`config.mk`:
```
export PLATFORM = sky130hd
export DESIGN_NAME = pulse_gen_multi
export DESIGN_NICKNAME = d
export VERILOG_FILES = /design/src/rtl/pulse_gen_multi.sv
export SDC_FILE = /design/constraint.sdc
export NUM_CORES = 1
export LEC_CHECK = 0
export CAP_MARGIN = 20
export CORE_ASPECT_RATIO = 1.2
export CORE_MARGIN = 3
export CORE_UTILIZATION = 52
export CTS_CLUSTER_SIZE = 20
export DETAILED_ROUTE_END_ITERATION = 7
export MAX_ROUTING_LAYER = met4
export PLACE_DENSITY = 0.73
export SYNTH_ARGS = -nofsm -noshare
export SYNTH_HDL_FRONTEND = slang
export SYNTH_SLANG_ARGS = --single-unit
```
`constraint.sdc`:
```
create_clock -name clk -period 12.4 [get_ports clk]
set_clock_uncertainty 0.15 [all_clocks]
set_input_delay 1.24 -clock clk [delete_from_list [all_inputs] [get_ports clk]]
set_output_delay 1.24 -clock clk [all_outputs]
set_load 0.02 [all_outputs]
```
`src/rtl/pulse_gen_multi.sv`:
```
// pulse_gen_multi: NUM_CH independent pulse channels, each a small
// IDLE/HIGH/LOW machine. In periodic mode a channel runs while enable is high.
// In one-shot mode a trigger fires a single pulse followed by a holdoff.
// Period and width are latched and clamped at every start or restart point,
// so input changes while busy only take effect at the next latch point.
module pulse_gen_multi #(
    parameter int NUM_CH = 4,
    parameter int CNT_W  = 16
) (
    input  logic                    clk,
    input  logic                    rst_n,
    input  logic [NUM_CH-1:0]       enable,
    input  logic [NUM_CH-1:0]       trigger,
    input  logic [NUM_CH-1:0]       mode,
    input  logic [NUM_CH*CNT_W-1:0] period,
    input  logic [NUM_CH*CNT_W-1:0] width,
    output logic [NUM_CH-1:0]       pulse,
    output logic [NUM_CH-1:0]       busy,
    output logic [NUM_CH-1:0]       missed
);

    typedef enum logic [1:0] {
        ST_IDLE = 2'd0,
        ST_HIGH = 2'd1,
        ST_LOW  = 2'd2
    } state_t;

    localparam logic [CNT_W-1:0] ONE = CNT_W'(1);
    localparam logic [CNT_W-1:0] TWO = CNT_W'(2);

    genvar gi;
    generate
        for (gi = 0; gi < NUM_CH; gi++) begin : g_ch
            state_t           state_reg, state_next;
            logic [CNT_W-1:0] cnt_reg,   cnt_next;
            logic [CNT_W-1:0] per_reg,   per_next;
            logic [CNT_W-1:0] wid_reg,   wid_next;
            logic             mode_reg,  mode_next;
            logic             pulse_reg;
            logic [CNT_W-1:0] per_in, wid_in;
            logic [CNT_W-1:0] per_clamp, wid_clamp;
            logic             start_req;
            logic             last_low;
            logic             busy_o, missed_o;

            assign per_in = period[gi*CNT_W +: CNT_W];
            assign wid_in = width[gi*CNT_W +: CNT_W];

            // Start request as judged from the live inputs at a latch point
            always_comb begin
                start_req = mode[gi] ? trigger[gi] : enable[gi];
            end

            // Clamp: P >= 2, 1 <= W <= P-1, so both phases last at least one cycle
            always_comb begin
                per_clamp = (per_in < TWO) ? TWO : per_in;
                wid_clamp = (wid_in == '0) ? ONE : wid_in;
                if (wid_clamp >= per_clamp) begin
                    wid_clamp = per_clamp - ONE;
                end
            end

            // Final LOW cycle: the edge ending it is also a latch point
            assign last_low = (state_reg == ST_LOW) && (cnt_reg == '0);

            // State register with latched config and registered pulse output
            always_ff @(posedge clk) begin
                if (!rst_n) begin
                    state_reg <= ST_IDLE;
                    cnt_reg   <= '0;
                    per_reg   <= '0;
                    wid_reg   <= '0;
                    mode_reg  <= 1'b0;
                    pulse_reg <= 1'b0;
                end else begin
                    state_reg <= state_next;
                    cnt_reg   <= cnt_next;
                    per_reg   <= per_next;
                    wid_reg   <= wid_next;
                    mode_reg  <= mode_next;
                    pulse_reg <= (state_next == ST_HIGH);
                end
            end

            // Next-state logic; counters load phase length minus one and count to zero
            always_comb begin
                state_next = state_reg;
                cnt_next   = cnt_reg;
                per_next   = per_reg;
                wid_next   = wid_reg;
                mode_next  = mode_reg;
                case (state_reg)
                    ST_IDLE: begin
                        if (start_req) begin
                            state_next = ST_HIGH;
                        end
                    end
                    ST_HIGH: begin
                        if (cnt_reg == '0) begin
                            state_next = ST_LOW;
                            cnt_next   = per_reg - wid_reg - ONE;
                        end else begin
                            cnt_next = cnt_reg - ONE;
                        end
                    end
                    ST_LOW: begin
                        if (cnt_reg == '0) begin
                            state_next = start_req ? ST_HIGH : ST_IDLE;
                        end else begin
                            cnt_next = cnt_reg - ONE;
                        end
                    end
                    default: begin
                        state_next = ST_IDLE;
                        cnt_next   = '0;
                    end
                endcase
                // Any entry into HIGH from IDLE or the last LOW cycle re-latches config
                if ((state_reg == ST_IDLE || last_low) && start_req) begin
                    per_next  = per_clamp;
                    wid_next  = wid_clamp;
                    mode_next = mode[gi];
                    cnt_next  = wid_clamp - ONE;
                end
            end

            // Outputs: busy from state, missed flags a one-shot trigger that cannot be taken
            always_comb begin
                busy_o   = (state_reg != ST_IDLE);
                missed_o = rst_n && trigger[gi] && busy_o && mode_reg
                           && !(last_low && start_req);
            end

            assign pulse[gi]  = pulse_reg;
            assign busy[gi]   = busy_o;
            assign missed[gi] = missed_o;
        end
    endgenerate

endmodule

```
== Yosys cells after proc, flatten, opt, wreduce, memory -nomap -nowiden ==
Index checks and enable logic that the tools add are counted.
Word-level totals
  register bits after elaboration: 208
  output and inout bits: 12
  logic and storage cells: 180
Operators by class
  $add $sub $neg: 20
  magnitude comparators: 8
  equality and inequality tests: 20
  muxes and demuxes: 52
  reductions and logical operators: 56
Operators with widths (number)
  $mux 16: 24
  $sub 16x1->16 const B: 16
  $pmux 16 s3: 4
  $logic_not 16->1: 8
  $ge 16x16->1: 4
  $lt 16x2->1 const B: 4
  $sub 16x16->16: 4
  $logic_and 1x1->1: 28
  $mux 2: 12
  $pmux 2 s3: 4
  $eq 2x1->1 const B: 8
  $ne 3x2->1 const B: 4
  $eq 2x2->1 const B: 4
  $logic_not 2->1: 4
  $mux 1: 8
  $ne 2x1->1 const B: 4
  $reduce_and 2->1: 4
  $reduce_bool 2->1: 4
  $logic_not 1->1: 4
  $logic_or 1x1->1: 4

== Logic depth before layout (Yosys ltp) ==
  depth after elaboration: 6
  depth in mapped cells: 22

== Worst setup path before layout ==
OpenSTA, ideal clock, no wires.
  kind: input -> register
  start point: in period[36]
  end point: reg g_ch[2].cnt_reg[14]
  data arrival time: 5.920 ns
  data required time: 12.176 ns
  path slack: 6.256 ns
  stages: 19
  cell sequence: buf_2 -> or4_1 -> or4_1 -> o21ai_1 -> inv_1 -> ha_1 -> nand2b_1 -> a2111o_1 -> a21oi_1 -> o21a_1 -> nor2_1 -> clkbuf_1 -> o21ai_0 -> ha_1 -> nand3_1 -> mux2i_1 -> nor4bb_1 -> mux2_2 -> a31oi_1
Between the ends
  cells in the longest elaborated chain, start to end: 6
  elaborated cells between the ends (all ways): 7
  those cells by class: add/sub: 2; order compare: 2; mux: 3
RTL lines
  start: declaration: RTL line 15  | input logic [NUM_CH*CNT_W-1:0] period,
  $lt 16x2->1 (*): RTL line 56  | per_clamp = (per_in < TWO) ? TWO : per_in;
  $mux 16 (*): RTL line 56
  net g_ch[2].per_clamp[0]: RTL line 41  | logic [CNT_W-1:0] per_clamp, wid_clamp;
  $sub 16x1->16 / $ge 16x16->1 (equally long branches): RTL line 59, 58
  $mux 16 (*): RTL line 58  | if (wid_clamp >= per_clamp) begin
  $sub 16x1->16 (*): RTL line 123  | cnt_next = wid_clamp - ONE;
  $mux 16 (*): RTL line 119  | if ((state_reg == ST_IDLE || last_low) && start_req) begin
  end signal: assignment: RTL line 77  | cnt_reg <= cnt_next;
  end: declaration: RTL line 35  | logic [CNT_W-1:0] cnt_reg, cnt_next;
Mark *: on every way through the listed nets, which the timed path passes. The rest lies on a longest branch.
A chain may end at the register's enable or synchronous reset.

== Worst setup path after layout ==
Ends and elaborated chain as after synthesis.

==> flow_summary.yaml <==
finish:
  diodes: 0
  instances_no_fill: 3171
  fin_area_sq_um: 21400
  area_growth_pct: 12.8
  fill_cells: 3376
  drive_above_1_share_pct: 4.92
  finalNetCount: 2984
critical_path:
  path_max_fanout: 10
  worstSetupPathType: "input port to register"
  end_kind: "register"
  worst_setup_path_start_kind: "input port"
  r2r_cells: 11
  arrival_ns: 7.14
  max_stage_delay_ns: 0.74
  cp_cell_sequence: "clkdlybuf4s50_1, or4_1, or4_1, o21ai_1, inv_1, ha_1, nand2b_1, a2111o_1, a21oi_1, o21a_1, nor2_1, o21ai_0, ha_1, nand3_1, mux2i_1, nor4bb_1, mux2_2, a31oi_1"
  slowest_stage: "or4_1"
  cp.required_ns: 12.70
  reg2reg_slack_ns: 7.76
placed_design:
  portBuffers: 153
  routabilityCongestion: 0.974
  placed_area_sq_um: 20500
  post-place-cells: 3128
  hpwl_um: 44800
synth:
  synth_area_per_cell_sq_um: 7.12
  yosys-top-cells-area: "dfxtp_1 22%, ha_1 10%, a21oi_1 6.7%"
  synth_warnings: 0
  syn-cell-area_sq_um: 19000
  syn_inst: 2664
  yosysMostFrequentCell: "nand2_1"
  async_flop_share_pct: 0
  syn-num-nets: 2962
  ys_types: 95
  yosysSeqAreaShare_pct: 21.9
  synth_edf_count: 0
  synth_commonest_cells: "320 x nand2_1, 255 x a21oi_1, 250 x nor2_1, 208 x dfxtp_1, 180 x inv_1"
  synth_ff_type: "dfxtp_1"
  ys_ff_latch: 208
  synth_top_area_share_pct: 21.9
  yosys.area.top_type: "dfxtp_1"
cts:
  postCtsSetupRepairBufs: 0
  cts_resized: 0
  numCtsBuffers: 24
  h-tree-depth: 1
  holdBufCountCts: 0
  clkTransAtPathRegs_ns: 0.06
  clkLatencyLatePin_ns: 0.54
  cts_root_buf: "clkbuf_16"
  cts_tree: "done"
  clk_path_buf_depth: 3
  clock_sinks: 208
timing:
  post-route-period-util_pct: 55.2
  rsz0062_at_grt: "no"
  tns_ns: 0
  fin_crit_ns: 6.85
  fmax_mhz: 146
  setup_violations: 0
  hold_violations: 0
  drv_slew: 0
  hold_ws_ns: 0.302
  relSlewSlack_pct: 25.8
  tightest_slew_ns: 1.08
drt:
  ant_nets: 0
  drt_iter0_drc: 1264
  viasPerCell: 6.11
  drc: 0
  drt-wirelength-per-cell_um: 18.3
  num_vias: 19400
  wl_um: 58000
  firstDrtPassIters: 6
die:
  fp.dieH_um: 215
  rows: 76
  dieArea_sq_um: 38800
  ios: 154
  die_w_um: 180
  core_area_sq_um: 35900
  start_util_pct: 52.8
min_path:
  hold_depth: 2
  hold_path.class: "register to register"
power:
  power_uw: 2650
  p_leak_uw: 0.00832
  ir_worst_vdd_mv: 0.108
  power-per-cell-area_nw_per_um2: 124
global_routing:
  grt_pass1_wl_um: 94100
  grt_usage_pct: 29.3
  grt_start_max_net_pins: 84
  grt_pass1_vias: 18700
  grt_overflow_total: 0
  antenna_found_initial: 0
run_status:
  status: "complete, no violations"
run:
  maxCapViolations: 0
[cell type report]
class | instances | area (sq um) | area share (%)
Sequential cell | 208 | 4160 | 19.5
Multi-Input combinational cell | 2102 | 13500 | 62.9
Tap cell | 468 | 586 | 2.74
Clock inverter | 10 | 159 | 0.743
Clock buffer | 33 | 706 | 3.30
Timing Repair Buffer | 169 | 1650 | 7.70
Inverter | 181 | 682 | 3.19
[routing by layer]
layer / wire (um) / global-route usage (%) / vias to the layer above
met3: 3090 / 2.66 / 151
met1: 24900 / 36.3 / 9053
li1: - / - / 9516
met2: 28000 / 50.2 / 670
met5: 0 / - / -
met4: 1980 / 10.2 / 0
[cell families (layout without fill, tap and decap cells)]
logic type / after synthesis / in the layout / synth area share [%]
flops: 208 / 208 / 21.9
buf+inv: 354 / 393 / 7.35
fa+ha+maj: 156 / 156 / 10.4
simple gates: 994 / 994 / 25.5
xor+xnor: 161 / 161 / 7.43
mux: 54 / 54 / 2.94
compound gates: 737 / 737 / 24.3
[worst paths after layout]
kind / to / start
min: g_ch[3].wid_reg[3]$_SDFFE_PN0P_ / g_ch[3].wid_reg[3]$_SDFFE_PN0P_
min reg2reg: g_ch[3].wid_reg[3]$_SDFFE_PN0P_ / g_ch[3].wid_reg[3]$_SDFFE_PN0P_
max: g_ch[2].cnt_reg[14]$_SDFFE_PN0P_ / period[36]
max reg2reg: g_ch[0].cnt_reg[11]$_SDFFE_PN0P_ / g_ch[0].cnt_reg[0]$_SDFFE_PN0P_
[per-stage QoR]
step                util (%)  setup WS [ns]
global placement        57.1           5.36
finish                  59.5           5.55
CTS                     59.5           5.58
global route            59.5           5.09
detailed placement      57.1           5.04
floorplan                  -           6.26
[power breakdown]
part	total [uW]	switching, uW	internal [uW]
registers	800	60.3	740
logic	1070	646	428
clock network	777	297	480
[critical path, delay by kind of cell]
kind / cells / cell delay, ns
AO/OA/AOI/OAI: 6 / 1.71
adder cells (fa/ha/maj): 2 / 0.65
multiplexers: 2 / 0.78
buffers and inverters: 2 / 0.76
AND/OR/NAND/NOR: 6 / 2.01
[cell usage in the layout (no fill, tap or decap), types with 94 or more instances in the layout]
cell type and n:
o21ai_0 158, nand2_1 320, dfxtp_1 208, ha_1 152, nor3_1 96, clkdlybuf4s50_1 152
xnor2_1 94, a21oi_1 254, nor2_1 247, inv_1 180
No activity file was read; power rests on OpenSTA's default activity.
